## src/rtl/uart_loader_pkg.sv

```systemverilog
// Shared types and default protocol codes for the UART row upload path.
// Used by the frame parser and its response sender.
package uart_loader_pkg;

  typedef enum logic [2:0] {
    IDLE,
    ROW_HI,
    ROW_LO,
    DATA,
    CSUM,
    END
  } state_t;

  localparam logic [7:0] DEF_SYNC_WORD   = 8'hA5;
  localparam logic [7:0] DEF_END_WORD    = 8'hDD;
  localparam logic [7:0] DEF_ACK_ROW     = 8'hCC;
  localparam logic [7:0] DEF_ACK_BLOCK   = 8'hAA;
  localparam logic [7:0] DEF_RESP_OK     = 8'hBC;
  localparam logic [7:0] DEF_ERR_END     = 8'h11;
  localparam logic [7:0] DEF_ERR_CSUM    = 8'h22;
  localparam logic [7:0] DEF_ERR_ROW     = 8'h33;
  localparam logic [7:0] DEF_ERR_TIMEOUT = 8'h44;

  // Bit width able to hold n distinct values, never narrower than one bit.
  function automatic int unsigned width_of(input int unsigned n);
    if (n <= 32'd2) return 1;
    return $clog2(n);
  endfunction

endpackage

```

## src/rtl/uart_resp_sender.sv

```systemverilog
// Single-slot response queue: holds the newest response code, waits ACK_DELAY
// cycles and then for an idle transmitter before issuing a tx_start strobe.
module uart_resp_sender
  import uart_loader_pkg::*;
#(
  parameter int unsigned ACK_DELAY = 16
) (
  input  logic       clk,
  input  logic       rst,
  input  logic       q_valid,
  input  logic [7:0] q_code,
  input  logic       tx_busy,
  output logic       tx_start,
  output logic [7:0] tx_data
);

  localparam int unsigned    DLY_W    = width_of(ACK_DELAY + 1);
  localparam logic [DLY_W-1:0] DLY_LAST = DLY_W'(ACK_DELAY);

  logic             pend_q, pend_d;
  logic [7:0]       code_q, code_d;
  logic [DLY_W-1:0] dly_q, dly_d;
  logic             tx_start_q, tx_start_d;
  logic [7:0]       tx_data_q, tx_data_d;

  // A new request always overwrites the slot and restarts the delay.
  always_comb begin
    pend_d     = pend_q;
    code_d     = code_q;
    dly_d      = dly_q;
    tx_start_d = 1'b0;
    tx_data_d  = tx_data_q;
    if (q_valid) begin
      pend_d = 1'b1;
      code_d = q_code;
      dly_d  = '0;
    end else if (pend_q) begin
      if (dly_q != DLY_LAST) begin
        dly_d = dly_q + 1'b1;
      end else if (!tx_busy) begin
        tx_start_d = 1'b1;
        tx_data_d  = code_q;
        pend_d     = 1'b0;
      end
    end
  end

  always_ff @(posedge clk) begin
    if (rst) begin
      pend_q     <= 1'b0;
      code_q     <= '0;
      dly_q      <= '0;
      tx_start_q <= 1'b0;
      tx_data_q  <= '0;
    end else begin
      pend_q     <= pend_d;
      code_q     <= code_d;
      dly_q      <= dly_d;
      tx_start_q <= tx_start_d;
      tx_data_q  <= tx_data_d;
    end
  end

  assign tx_start = tx_start_q;
  assign tx_data  = tx_data_q;

endmodule

```

## src/rtl/uart_line_loader.sv

```systemverilog
// Parses framed row uploads (sync, row, payload, checksum, end) from the UART
// byte stream, writes the payload into a line buffer and queues host responses.
module uart_line_loader
  import uart_loader_pkg::*;
#(
  parameter int unsigned LINE_BYTES     = 1920,
  parameter int unsigned ROW_MAX        = 479,
  parameter int unsigned ACK_EVERY      = 8,
  parameter int unsigned TIMEOUT_CYCLES = 1_000_000,
  parameter int unsigned ACK_DELAY      = 16,
  parameter logic [7:0]  SYNC_WORD      = DEF_SYNC_WORD,
  parameter logic [7:0]  END_WORD       = DEF_END_WORD,
  parameter logic [7:0]  ACK_ROW        = DEF_ACK_ROW,
  parameter logic [7:0]  ACK_BLOCK      = DEF_ACK_BLOCK,
  parameter logic [7:0]  RESP_OK        = DEF_RESP_OK,
  parameter logic [7:0]  ERR_END        = DEF_ERR_END,
  parameter logic [7:0]  ERR_CSUM       = DEF_ERR_CSUM,
  parameter logic [7:0]  ERR_ROW        = DEF_ERR_ROW,
  parameter logic [7:0]  ERR_TIMEOUT    = DEF_ERR_TIMEOUT,
  localparam int unsigned ROW_W         = width_of(ROW_MAX + 1),
  localparam int unsigned ADDR_W        = width_of(LINE_BYTES)
) (
  input  logic              clk,
  input  logic              rst,
  input  logic [7:0]        rx_data,
  input  logic              rx_valid,
  output logic [7:0]        tx_data,
  output logic              tx_start,
  input  logic              tx_busy,
  output logic [ROW_W-1:0]  row,
  output logic              wr_en,
  output logic [ADDR_W-1:0] wr_addr,
  output logic [7:0]        wr_data,
  output logic              frame_done,
  output logic              frame_err,
  output logic [7:0]        err_code,
  output logic              active
);

  localparam int unsigned CNT_W = ADDR_W + 1;
  localparam int unsigned BLK_W = width_of(ACK_EVERY);
  localparam int unsigned TMO_W = width_of(TIMEOUT_CYCLES + 1);

  localparam logic [CNT_W-1:0] CNT_LAST  = CNT_W'(LINE_BYTES - 1);
  localparam logic [BLK_W-1:0] BLK_LAST  = BLK_W'(ACK_EVERY - 1);
  localparam logic [TMO_W-1:0] TMO_LAST  = TMO_W'(TIMEOUT_CYCLES - 1);
  localparam logic [15:0]      ROW_LIMIT = 16'(ROW_MAX);

  state_t            state_q, state_d;
  logic [7:0]        row_hi_q, row_hi_d;
  logic [ROW_W-1:0]  row_q, row_d;
  logic [7:0]        csum_q, csum_d;
  logic [CNT_W-1:0]  cnt_q, cnt_d;
  logic [BLK_W-1:0]  blk_q, blk_d;
  logic              csum_err_q, csum_err_d;
  logic [TMO_W-1:0]  tmo_q, tmo_d;
  logic              wr_en_q, wr_en_d;
  logic [ADDR_W-1:0] wr_addr_q, wr_addr_d;
  logic [7:0]        wr_data_q, wr_data_d;
  logic              frame_done_q, frame_done_d;
  logic              frame_err_q, frame_err_d;
  logic [7:0]        err_code_q, err_code_d;
  logic              resp_valid_q, resp_valid_d;
  logic [7:0]        resp_code_q, resp_code_d;

  logic [15:0] row_val;
  assign row_val = {row_hi_q, rx_data};

  // A received byte always beats a timeout expiring in the same cycle.
  always_comb begin
    state_d      = state_q;
    row_hi_d     = row_hi_q;
    row_d        = row_q;
    csum_d       = csum_q;
    cnt_d        = cnt_q;
    blk_d        = blk_q;
    csum_err_d   = csum_err_q;
    wr_en_d      = 1'b0;
    wr_addr_d    = wr_addr_q;
    wr_data_d    = wr_data_q;
    frame_done_d = 1'b0;
    frame_err_d  = 1'b0;
    err_code_d   = err_code_q;
    resp_valid_d = 1'b0;
    resp_code_d  = resp_code_q;

    if (state_q == IDLE || rx_valid) tmo_d = '0;
    else                             tmo_d = tmo_q + 1'b1;

    if (rx_valid) begin
      case (state_q)
        IDLE: begin
          if (rx_data == SYNC_WORD) begin
            state_d    = ROW_HI;
            csum_d     = '0;
            cnt_d      = '0;
            blk_d      = '0;
            csum_err_d = 1'b0;
          end
        end
        ROW_HI: begin
          row_hi_d = rx_data;
          csum_d   = csum_q + rx_data;
          state_d  = ROW_LO;
        end
        ROW_LO: begin
          csum_d       = csum_q + rx_data;
          resp_valid_d = 1'b1;
          if (row_val > ROW_LIMIT) begin
            resp_code_d = ERR_ROW;
            err_code_d  = ERR_ROW;
            frame_err_d = 1'b1;
            state_d     = IDLE;
          end else begin
            row_d       = row_val[ROW_W-1:0];
            resp_code_d = ACK_ROW;
            state_d     = DATA;
          end
        end
        DATA: begin
          wr_en_d   = 1'b1;
          wr_addr_d = cnt_q[ADDR_W-1:0];
          wr_data_d = rx_data;
          csum_d    = csum_q + rx_data;
          cnt_d     = cnt_q + 1'b1;
          // The final payload byte is acknowledged by the frame response instead.
          if (cnt_q == CNT_LAST) begin
            state_d = CSUM;
          end else if (blk_q == BLK_LAST) begin
            blk_d        = '0;
            resp_valid_d = 1'b1;
            resp_code_d  = ACK_BLOCK;
          end else begin
            blk_d = blk_q + 1'b1;
          end
        end
        CSUM: begin
          csum_err_d = (rx_data != csum_q);
          state_d    = END;
        end
        END: begin
          resp_valid_d = 1'b1;
          state_d      = IDLE;
          if (rx_data != END_WORD) begin
            resp_code_d = ERR_END;
            frame_err_d = 1'b1;
          end else if (csum_err_q) begin
            resp_code_d = ERR_CSUM;
            frame_err_d = 1'b1;
          end else begin
            resp_code_d  = RESP_OK;
            frame_done_d = 1'b1;
          end
          err_code_d = resp_code_d;
        end
        default: state_d = IDLE;
      endcase
    end else if (state_q != IDLE && tmo_q == TMO_LAST) begin
      resp_valid_d = 1'b1;
      resp_code_d  = ERR_TIMEOUT;
      err_code_d   = ERR_TIMEOUT;
      frame_err_d  = 1'b1;
      state_d      = IDLE;
    end
  end

  always_ff @(posedge clk) begin
    if (rst) begin
      state_q      <= IDLE;
      row_hi_q     <= '0;
      row_q        <= '0;
      csum_q       <= '0;
      cnt_q        <= '0;
      blk_q        <= '0;
      csum_err_q   <= 1'b0;
      tmo_q        <= '0;
      wr_en_q      <= 1'b0;
      wr_addr_q    <= '0;
      wr_data_q    <= '0;
      frame_done_q <= 1'b0;
      frame_err_q  <= 1'b0;
      err_code_q   <= '0;
      resp_valid_q <= 1'b0;
      resp_code_q  <= '0;
    end else begin
      state_q      <= state_d;
      row_hi_q     <= row_hi_d;
      row_q        <= row_d;
      csum_q       <= csum_d;
      cnt_q        <= cnt_d;
      blk_q        <= blk_d;
      csum_err_q   <= csum_err_d;
      tmo_q        <= tmo_d;
      wr_en_q      <= wr_en_d;
      wr_addr_q    <= wr_addr_d;
      wr_data_q    <= wr_data_d;
      frame_done_q <= frame_done_d;
      frame_err_q  <= frame_err_d;
      err_code_q   <= err_code_d;
      resp_valid_q <= resp_valid_d;
      resp_code_q  <= resp_code_d;
    end
  end

  uart_resp_sender #(
    .ACK_DELAY(ACK_DELAY)
  ) u_sender (
    .clk     (clk),
    .rst     (rst),
    .q_valid (resp_valid_q),
    .q_code  (resp_code_q),
    .tx_busy (tx_busy),
    .tx_start(tx_start),
    .tx_data (tx_data)
  );

  assign row        = row_q;
  assign wr_en      = wr_en_q;
  assign wr_addr    = wr_addr_q;
  assign wr_data    = wr_data_q;
  assign frame_done = frame_done_q;
  assign frame_err  = frame_err_q;
  assign err_code   = err_code_q;
  assign active     = (state_q != IDLE);

endmodule
```

## config.mk

```make
export PLATFORM = sky130hd
export DESIGN_NAME = uart_line_loader
export DESIGN_NICKNAME = d
export VERILOG_FILES = /design/src/rtl/uart_loader_pkg.sv /design/src/rtl/uart_resp_sender.sv /design/src/rtl/uart_line_loader.sv
export SDC_FILE = /design/constraint.sdc
export NUM_CORES = 1
export LEC_CHECK = 0
export BUFFER_PORTS_ARGS = -buffer_cell sky130_fd_sc_hd__buf_2
export CORE_ASPECT_RATIO = 1.5
export CORE_MARGIN = 2
export CORE_UTILIZATION = 51
export DETAILED_ROUTE_END_ITERATION = 8
export PLACE_DENSITY = 0.71
export SYNTH_ARGS = -nofsm -noshare
export SYNTH_HDL_FRONTEND = slang
export SYNTH_HIERARCHICAL = 1
export SYNTH_SLANG_ARGS = --single-unit
```

## constraint.sdc

```tcl
create_clock -name clk -period 4.25 [get_ports clk]
set_input_delay 0.85 -clock clk [delete_from_list [all_inputs] [get_ports clk]]
set_output_delay 0.85 -clock clk [all_outputs]
set_load 0.05 [all_outputs]
```

# --- After elaboration in Yosys (flattened, before gate mapping) ---
# Cells that the tools add are included.
totals:
  register_bits: 126
  in_bits: 12
op_classes:
  addsub: 5
  n_lt_le_gt_ge: 1
  eq_ne: 21
  mux: 44
  bitwise: 7
  reduce_logical: 27
op_table:
  columns: ["op", "n"]
  rows:
  - ["8-bit 2-to-1 mux", 10]
  - ["8-bit case mux with 2 select lines", 2]
  - ["12-bit case mux with 2 select lines", 1]
  - ["8-bit case mux with 3 select lines", 1]
  - ["3-bit 2-to-1 mux", 7]
  - ["20-bit by 1-bit adder with 20-bit output (second input constant)", 1]
  - ["20-bit == test (second input constant)", 1]
  - ["3-bit AND reduction", 6]
  - ["16-bit by 9-bit greater-than comparator with 1-bit output (second input constant)", 1]
  - ["1-bit 2-to-1 mux", 16]
  - ["3-bit case mux with 5 select lines", 1]
  - ["12-bit by 1-bit adder with 12-bit output (second input constant)", 1]
  - ["12-bit by 11-bit == test with 1-bit output (second input constant)", 1]
  - ["12-bit 2-to-1 mux", 1]
  - ["3-bit != test (second input constant)", 4]
  - ["4-bit AND reduction", 3]
  - ["3-bit == test (second input constant)", 3]
  - ["8-bit adder", 1]
  - ["8-bit == test (second input constant)", 1]
  - ["8-bit != test", 1]
  - ["8-bit != test (second input constant)", 1]
  - ["2-bit nonzero test", 4]
  - ["2-bit OR reduction", 4]
  - ["4-bit OR reduction", 2]
  - ["20 further kinds", 31]

# --- Logic depth before layout (Yosys ltp) ---
# Gate-level depths: netlist (run 1).
depth:
  word_depth: 5
  mapped_depth: 8
  mapped_depth_nobuf: 8

# --- Hierarchy ---
# The synthesis (run 1) kept the hierarchy.
by_module_without_submodules:
  columns: ["mod", "n_inst", "cells_each", "area_per_inst_um2", "seq_area_each_um2"]
  rows:
  - ["uart_line_loader", 1, 532, 4558.1, 2021.9]
  - ["uart_resp_sender", 1, 97, 992.2, 460.4]

# --- Worst setup path after synthesis (run 1) ---
# Ideal clock, no wire load.
synth_path:
  kind: "in2reg"
  start: "input rx_data[7]"
  end: "register cnt_q[9]"
  t_arrival_ps: 2489
  t_required_ps: 4180
  setup_slack_ps: 1691
  path_stages: 6
  cell_sequence: "clkbuf_1 > nand4b_1 > o31ai_4 > nand3_4 > or4_1 > a21oi_1"
synth_via:
  elab_chain_len: 3
synth_lines:
  columns: ["item", "line", "rtl"]
  rows:
  - ["start, declared", "uart_line_loader.sv:25", "input logic [7:0] rx_data,"]
  - ["8-bit == test", "uart_line_loader.sv:93", "if (rx_data == SYNC_WORD) begin"]
  - ["2-bit by 1-bit != test with 1-bit output (no line)", null, null]
  - ["3-bit AND reduction (no line)", null, null]
  - ["end signal, assigned", "uart_line_loader.sv:190", "cnt_q <= cnt_d;"]
  - ["end, declared", "uart_line_loader.sv:53", "logic [CNT_W-1:0] cnt_q, cnt_d;"]
# No other way between the ends.
# A chain may end at the register's enable or synchronous reset.

# --- Worst setup path in the final report (run 1) ---
layout_path:
  start: "input rx_valid"
  end: "register err_code_q[4], in the netlist err_code[4]"
layout_via:
  elab_chain_len: 2
  elab_cells_between_ends: 5
  cone_classes: "eq/ne: 2; mux: 1; reduce/logical: 2"
layout_lines:
  columns: ["item", "line", "rtl"]
  rows:
  - ["start, declared", "uart_line_loader.sv:26", "input logic rx_valid,"]
  - ["3-bit by 1-bit != test with 1-bit output (no line) (tied with other cells)", null, null]
  - ["3-bit AND reduction (no line)", null, null]
  - ["end signal, assigned", "uart_line_loader.sv:199", "err_code_q <= err_code_d;"]
  - ["end, declared", "uart_line_loader.sv:62", "logic [7:0] err_code_q, err_code_d;"]
# Parallel ways exist; a longest one is shown, timed or not.

==> flow_summary.yaml, run 1 <==
setup_path:
  endpoint_kind: "flip-flop"
  required_ns: 4.54
  start_kind: "input pin"
  path_max_fanout: 27
  critPathKind: "input pin to flip-flop"
  crit_arrival_ns: 2.85
drt:
  firstDrtPassIters: 8
  drc_errors: 0
  via_per_inst: 5.50
  via_count: 4600
  ant_nets: 0
  first_iter_violations: 241
  wl_per_cell_microns: 14.6
  wl_microns: 12300
clock_network:
  insertion_delay_ns: 0.42
  cts_tree: "built"
  cts.repair.resized: 0
  clkTransAtPathRegs_ns: 0.06
  cts_buffer_depth: 2
  cts_hold_buf: 0
  numCtsBuffers: 17
  post_cts_buffers: 0
  cts.htree.levels: 4
  clock-sinks: 124
  root_buffer: "clkbuf_16"
pwr:
  power_frac_seq: 0.432
  leakage_nw: 2.43
  powerDensity_mw_per_mm2: 423
  combPwrFrac: 0.053
  swShare: 0.233
  power_switching_mw: 0.643
  irDropWorstVdd_uv: 325
  clockPowerShare: 0.515
  p_int_mw: 2.11
die:
  die_x_microns: 89.2
  ios: 61
  dieArea_sq_mm: 0.0118
  core-area_sq_mm: 0.0106
  num_rows: 46
  dieHeight_microns: 132
  start_util: 0.524
timing:
  tightest_slew_ns: 1.18
  rsz0062_at_grt: "no"
  hold_viol_final: 0
  worst_clock_skew_ns: 0.00801
  fin_crit_ns: 2.56
  slew_violations: 0
  finalSetupViolations: 0
  relSlewSlack: 0.208
  finalCritPeriodShare: 0.602
  fmax_mhz: 391
  finalSetupTns_ns: 0
synth:
  ys_seq_area_frac: 0.447
  ys_types: 68
  async_flop_share: 0
  avgSynthCellArea_sq_um: 8.82
  syn_inst: 629
  synth_edf_count: 0
  ys_ff_latch: 124
  syn_area_sq_mm: 0.00555
  ys.flop_type: "dfxtp_1"
  synthesis.nets: 655
  yosysWarnings: 6
placement:
  placement.io_buffers: 60
  hpwl_microns: 8610
  gp_congestion: 0.863
layout:
  drive_gt1_frac: 0.159
  num-fill-cells: 961
  areaGrowthSynthToFinish_pct: 17.4
  diodes: 0
  final_util: 0.615
  nets: 706
global_routing:
  overflow: 0
  first_global_vias: 4388
  antenna_found_initial: 0
  groute.usage.overall: 0.220
  grt_start_max_net_pins: 56
  grt_pass1_wl_microns: 20500
run_status:
  run_status: "finished, final reports clean"
job:
  cap_violations: 0
hold_path:
  hold_class: "flip-flop to flip-flop"
## power by group through the flow
stage	logic, mW	registers [mW]	clock network (mW)
floorplan	0.102	1.22	0
global placement	0.141	1.22	0
detailed placement	0.144	1.22	0
CTS	0.145	1.19	1.44
global route	0.159	1.19	1.50
finish	0.146	1.19	1.42
## registers in the layout, summed over array words and instances, names as in the netlist
name	flops
csum_q	8
state_q	3
row_hi_q	8
u_sender/tx_data	8
csum_err_q	1
blk_q	3
err_code	7
u_sender/code_q	8
resp_valid_q	1
tmo_q	20
row	9
u_sender/pend_q	1
resp_code_q	7
u_sender/tx_start	1
u_sender/dly_q	5
wr_addr	11
frame_done	1
frame_err	1
wr_data	8
wr_en	1
cnt_q	12
## Yosys cell counts (all sizes together) (3+ instances only)
cell | instances | area, sq um
dfxtp | 124 | 2480
nand2 | 85 | 319
nor2 | 71 | 267
a21oi | 47 | 239
mux2i | 30 | 300
clkbuf | 22 | 82.6
xor2 | 21 | 184
o21ai | 19 | 95.1
nand2b | 18 | 113
nand4 | 16 | 100
inv | 14 | 52.6
nand3 | 14 | 82.6
nor3 | 14 | 75.1
ha | 13 | 163
and3 | 10 | 62.6
buf | 9 | 51.3
or4 | 7 | 52.6
and2 | 6 | 38.8
o211ai | 6 | 45.0
or3 | 6 | 38.8
xnor2 | 6 | 52.6
a22oi | 5 | 37.5
a31oi | 5 | 31.3
nor4 | 5 | 52.6
o21a | 5 | 37.5
a21boi | 4 | 30.0
o31ai | 4 | 43.8
a21o | 3 | 22.5
nand3b | 3 | 22.5
nand4b | 3 | 26.3
nand4bb | 3 | 50.1
or4b | 3 | 33.8
## cell usage in the layout (no fill, tap or decap), drive strengths merged, types with 7 or more instances in the layout
master    n
nor2     71
nand2    85
a21oi    47
clkbuf   19
inv      15
nor3     14
and3     10
xor2     21
nand4    16
buf      63
dfxtp   124
or4       7
nand3    14
o21ai    19
nand2b   18
mux2i    30
ha       13
## stage by stage
stage / area [sq um] / hold WS, ns / setup slack (ns) / instances / power (mW)
4_1_cts: 6510 / 0.453 / 1.72 / 837 / 2.78
3_3_place_gp: 5920 / 0.442 / 1.36 / 805 / 1.36
6_report: 6510 / 0.454 / 1.69 / 837 / 2.76
5_1_grt: 6510 / 0.467 / 1.46 / 837 / 2.85
2_1_floorplan: 5550 / 0.430 / 1.69 / 629 / 1.32
3_5_place_dp: 5920 / 0.446 / 1.28 / 805 / 1.36
## layout make-up
class	instances	area, sq um	area share
Multi-Input combinational cell	459	2880	0.442
Sequential cell	124	2480	0.381
Clock buffer	19	453	0.0695
Timing Repair Buffer	63	323	0.0496
Tap cell	144	180	0.0277
Clock inverter	13	141	0.0217
Inverter	15	56.3	0.00864
## critical path, cell delays in order
cell      delay, ns
buf_2          0.40
nor4bb_1       0.43
and4_1         0.74
nor2b_1        0.16
o211ai_1       0.15
o21ai_0        0.11
## path summary, 6_finish.rpt
check	cells after the start	to	slack, ns	from
min reg2reg	2	row_hi_q[4]	0.45	row_hi_q[4]
min	2	row_hi_q[4]	0.45	row_hi_q[4]
max	6	err_code[4]	1.69	rx_valid
max reg2reg	6	blk_q[0]	1.87	state_q[1]
## metal layers
metal	global-route usage	up-vias	routed length, microns
met2	0.369	105	6300
met3	0.0513	23	543
met1	0.263	2158	5140
met4	0.0920	0	272
met5	0	-	0
li1	-	2314	-
## kinds of logic (layout without fill, tap and decap cells)
group | count (synthesis) | after routing | share of synthesized area
multiplexers | 30 | 30 | 0.0541
adder cells (fa/ha/maj) | 14 | 14 | 0.0329
buffers and inverters | 46 | 110 | 0.0343
AND/OR/NAND/NOR | 277 | 277 | 0.263
AO/OA/AOI/OAI | 111 | 111 | 0.126
XOR/XNOR | 27 | 27 | 0.0426
flip-flops | 124 | 124 | 0.447
(Power assumes the default switching activity.)
==> inputs of run 2 (changes only) <==
==> constraint.sdc (replaced) <==
create_clock -name clk -period 2.5 [get_ports clk]
set_input_delay 0.5 -clock clk [delete_from_list [all_inputs] [get_ports clk]]
set_output_delay 0.5 -clock clk [all_outputs]
set_load 0.05 [all_outputs]
==> run 2 against run 1 <==
Clock-buffer cell count fell by 1. Cell count is 1.7% higher. Worst hold slack lost 0.13 ns. Combinational power up 84%. Register-to-register slack got worse by 1.6 ns. Wire length is 5.6% higher. Via count up 2.7%. Critical path depth decreased by 1. Largest cell class unchanged.
==> flow_summary.yaml, run 2 (same netlist as run 1, synthesis figures left out) <==
layout:
  multi_input_area_sq_mm: 0.00288
  final_common_cell: "dfxtp_1"
  final_util: 0.625
  drive_gt1_frac: 0.175
  final_cell_mix: "dfxtp_1 (124), nand2_1 (85), nor2_1 (71)"
  diodes: 0
  num-fill-cells: 948
  areaGrowthSynthToFinish_pct: 19.2
  nets: 721
  regMostFlops: "tmo_q"
  register_area_sq_mm: 0.00248
  stdcell_count: 851
  largest_reg_flops: 20
clock_network:
  insertion_delay_ns: 0.41
  clock-sinks: 124
  post_cts_buffers: 0
  cts_tree: "built"
  cts_hold_buf: 0
  cts_buffer_depth: 2
  cts.htree.levels: 4
  cts.repair.resized: 0
  root_buffer: "clkbuf_16"
  numCtsBuffers: 17
  clkTransAtPathRegs_ns: 0.06
timing:
  fin_crit_ns: 2.25
  finalSetupTns_ns: 0
  finalSetupViolations: 0
  hold_viol_final: 0
  worst_clock_skew_ns: 0.00808
  slew_violations: 0
  fin_ws_ns: 0.252
  relSlewSlack: 0.450
  finalCritPeriodShare: 0.899
  fmax_mhz: 445
  rsz0062_at_grt: "no"
  tightest_slew_ns: 0.817
setup_path:
  critical_path_buf_inv_count: 0
  start_kind: "flip-flop"
  critPathKind: "flip-flop to flip-flop"
  endpoint_kind: "flip-flop"
  crit_arrival_ns: 2.55
  crit_path_top_delay_cell: "a221o_1"
  crit_family: "compound AO/OA/AOI/OAI gates"
  required_ns: 2.80
  worstPathCellList: "ha_1, nor4bb_1, a31oi_1, a221o_1, o211a_1"
  critPathMaxStageDelay_ns: 0.50
  path_max_fanout: 8
die:
  dieHeight_microns: 132
  start_util: 0.524
  ios: 61
  dieArea_sq_mm: 0.0118
  die_x_microns: 89.2
  num_rows: 46
  core-area_sq_mm: 0.0106
global_routing:
  grt_pass1_wl_microns: 21300
  first_global_vias: 4474
  groute.usage.overall: 0.231
  antenna_found_initial: 0
  overflow: 0
  grt_start_max_net_pins: 42
drt:
  drc_errors: 0
  ant_nets: 0
  via_per_inst: 5.55
  wl_microns: 12900
  via_count: 4725
  firstDrtPassIters: 5
  wl_per_cell_microns: 15.2
  first_iter_violations: 200
hold_path:
  hold_class: "input pin to flip-flop"
placement:
  hpwl_microns: 9060
  gp_congestion: 0.871
  placedCellCount: 820
  placement.io_buffers: 60
  pre_cts_slack_ns: 0.0838
run_status:
  run_status: "finished, final reports clean"
pwr:
  powerDensity_mw_per_mm2: 708
  finalPower_mw: 4.68
  irDropWorstVdd_uv: 552
  leakage_nw: 2.50
job:
  cap_violations: 0
run 2: stage by stage:
stage | hold slack (ns) | cell area (sq um)
detailed placement | 0.443 | 6030
global placement | 0.440 | 6030
floorplan | 0.430 | 5550
global route | 0.306 | 6620
CTS | 0.303 | 6620
finish | 0.320 | 6620
run 2: report_power, final:
group	switching, mW	leakage [nW]	internal (mW)	total, mW
clock	0.903	0.272	1.49	2.39
combinational	0.180	1.23	0.0886	0.269
sequential	0.0230	0.998	2.00	2.02
run 2: final timing paths:
path          startpoint           endpoint  slack, ns  cells past startpoint
max             cnt_q[0]     resp_code_q[2]       0.25                      5
min reg2reg  wr_addr[10]        wr_addr[10]       0.45                      2
max reg2reg     cnt_q[0]     resp_code_q[2]       0.25                      5
min              tx_busy  u_sender/tx_start       0.32                      2
run 2: final cells by class:
class	count	share of cell area
Inverter	15	0.00851
Tap cell	144	0.0272
Clock inverter	13	0.0219
Clock buffer	18	0.0664
Timing Repair Buffer	78	0.0658
Sequential cell	124	0.375
Multi-Input combinational cell	459	0.435
run 2: routing by layer:
layer	wire, microns	global-route usage
met5	0	0
met4	372	0.104
met3	541	0.0551
met2	6710	0.390
met1	5310	0.269
==> inputs of run 3 (changes only) <==
--- a/config.mk
+++ b/config.mk
@@ -5,12 +5,13 @@
 export SDC_FILE = /design/constraint.sdc
 export NUM_CORES = 1
 export LEC_CHECK = 0
-export BUFFER_PORTS_ARGS = -buffer_cell sky130_fd_sc_hd__buf_2
-export CORE_ASPECT_RATIO = 1.5
+export CORE_ASPECT_RATIO = 1.1
 export CORE_MARGIN = 2
 export CORE_UTILIZATION = 51
+export CTS_BUF_LIST = sky130_fd_sc_hd__clkbuf_16
 export DETAILED_ROUTE_END_ITERATION = 8
-export PLACE_DENSITY = 0.71
+export DONT_BUFFER_PORTS = 1
+export PLACE_DENSITY = 0.66
 export SYNTH_ARGS = -nofsm -noshare
 export SYNTH_HDL_FRONTEND = slang
 export SYNTH_HIERARCHICAL = 1
==> run 3 against run 2 <==
Sequential power is essentially flat. Clock skew is 0.0026 ns higher. Largest power group unchanged. Register-to-register slack got worse by 0.07 ns. Core utilization fell by 2.9 points. Power shrank 3.3%. Clock power fell by 3%.
==> flow_summary.yaml, run 3 (same netlist as run 1, synthesis figures left out) <==
run_status:
  run_status: "finished, final reports clean"
clock_network:
  numCtsBuffers: 17
  post_cts_buffers: 0
  cts_buffer_depth: 2
  root_buffer: "clkbuf_16"
  insertion_delay_ns: 0.42
  cts_hold_buf: 0
  clkTransAtPathRegs_ns: 0.06
  clock-sinks: 124
  cts.htree.levels: 4
  cts_tree: "built"
  cts.repair.resized: 0
pwr:
  leakage_nw: 2.16
  irDropWorstVdd_uv: 379
  finalPower_mw: 4.53
  powerDensity_mw_per_mm2: 725
setup_path:
  crit_family: "simple AND/OR/NAND/NOR gates"
  required_ns: 2.84
  start_kind: "flip-flop"
  crit_path_end: "blk_q[0]"
  timing.rr.end: "blk_q[0]"
  path_max_fanout: 15
  critPathKind: "flip-flop to flip-flop"
  crit_path_top_delay_cell: "nor3_2"
  startpoint: "state_q[1]"
  worstPathCellList: "nor3_2, inv_2, o31ai_4, o211ai_1, or4_1, a21oi_1"
  r2r-start: "state_q[1]"
  critPathMaxStageDelay_ns: 0.51
  worst-r2r-setup-slack_ns: 0.18
  crit_arrival_ns: 2.66
  endpoint_kind: "flip-flop"
  critical_path_buf_inv_count: 1
  rr_worst_depth: 6
  crit_cells: 6
die:
  dieHeight_microns: 113
  num_rows: 39
  ios: 61
  start_util: 0.529
  die_x_microns: 103
  core-area_sq_mm: 0.0105
  dieArea_sq_mm: 0.0117
layout:
  regMostFlops: "tmo_q"
  drive_gt1_frac: 0.0827
  nets: 654
  final_common_cell: "dfxtp_1"
  register_area_sq_mm: 0.00248
  multi_input_area_sq_mm: 0.00289
  final_cell_mix: "dfxtp_1 (124), nand2_1 (85), nor2_1 (71)"
  areaGrowthSynthToFinish_pct: 12.5
  stdcell_count: 784
  diodes: 0
  num-fill-cells: 938
  largest_reg_flops: 20
drt:
  wl_per_cell_microns: 15.5
  via_per_inst: 5.66
  wl_microns: 12100
  via_count: 4434
  ant_nets: 0
  firstDrtPassIters: 4
  drc_errors: 0
  first_iter_violations: 294
placement:
  hpwl_microns: 8220
  placement.io_buffers: 0
  placedCellCount: 752
  gp_congestion: 0.824
timing:
  slew_violations: 0
  fin_crit_ns: 2.32
  finalSetupViolations: 0
  finalSetupTns_ns: 0
  tightest_slew_ns: 0.763
  finalCritPeriodShare: 0.928
  relSlewSlack: 0.486
  rsz0062_at_grt: "no"
  fmax_mhz: 431
  worst_clock_skew_ns: 0.0107
  hold_viol_final: 0
global_routing:
  overflow: 0
  antenna_found_initial: 0
  groute.usage.overall: 0.216
  first_global_vias: 4172
  grt_start_max_net_pins: 95
  grt_pass1_wl_microns: 20000
hold_path:
  hold_class: "input pin to flip-flop"
job:
  cap_violations: 0
[run 3: metrics by stage]
step           hold WS, ns  instance area [sq um]  worst slack [ns]   util
2_1_floorplan        0.430                   5550             0.291      -
3_3_place_gp         0.439                   5680             0.237  0.541
3_5_place_dp         0.445                   5680             0.208  0.541
4_1_cts              0.151                   6240             0.173  0.595
5_1_grt              0.146                   6250            0.0385  0.595
6_report             0.174                   6250             0.180  0.595
[run 3: metal layers]
metal	part of all wire	vias to the layer above	wire length, microns	global-route usage
met2	0.47	128	5640	0.341
met3	0.071	19	865	0.0637
met5	0	-	0	0
met1	0.45	2083	5420	0.278
met4	0.016	0	191	0.0789
li1	-	2204	-	-
[run 3: power by group]
group          internal [mW]  switching, mW  total (mW)
registers               2.00         0.0416        2.04
clock network           1.44          0.866        2.31
logic                 0.0723          0.111       0.183
total                   3.51           1.02        4.53
[run 3: worst min-delay path by stage]
stage | from | endpoint | slack (ns) | cells past startpoint
6_report | tx_busy | u_sender/tx_start | 0.17 | 1
5_1_grt | rst | u_sender/code_q[1] | 0.15 | 1
4_1_cts | rst | u_sender/code_q[1] | 0.15 | 1
3_5_place_dp | row_hi_q[5] | row_hi_q[5] | 0.45 | 2
3_3_place_gp | row_hi_q[6] | row_hi_q[6] | 0.44 | 2
2_1_floorplan | tmo_q[0] | tmo_q[0] | 0.43 | 1
[run 3: layout make-up]
class	count	area share
Multi-Input combinational cell	459	0.462
Sequential cell	124	0.397
Clock buffer	17	0.0681
Tap cell	143	0.0286
Clock inverter	15	0.0214
Timing Repair Buffer	11	0.0132
Inverter	15	0.00901
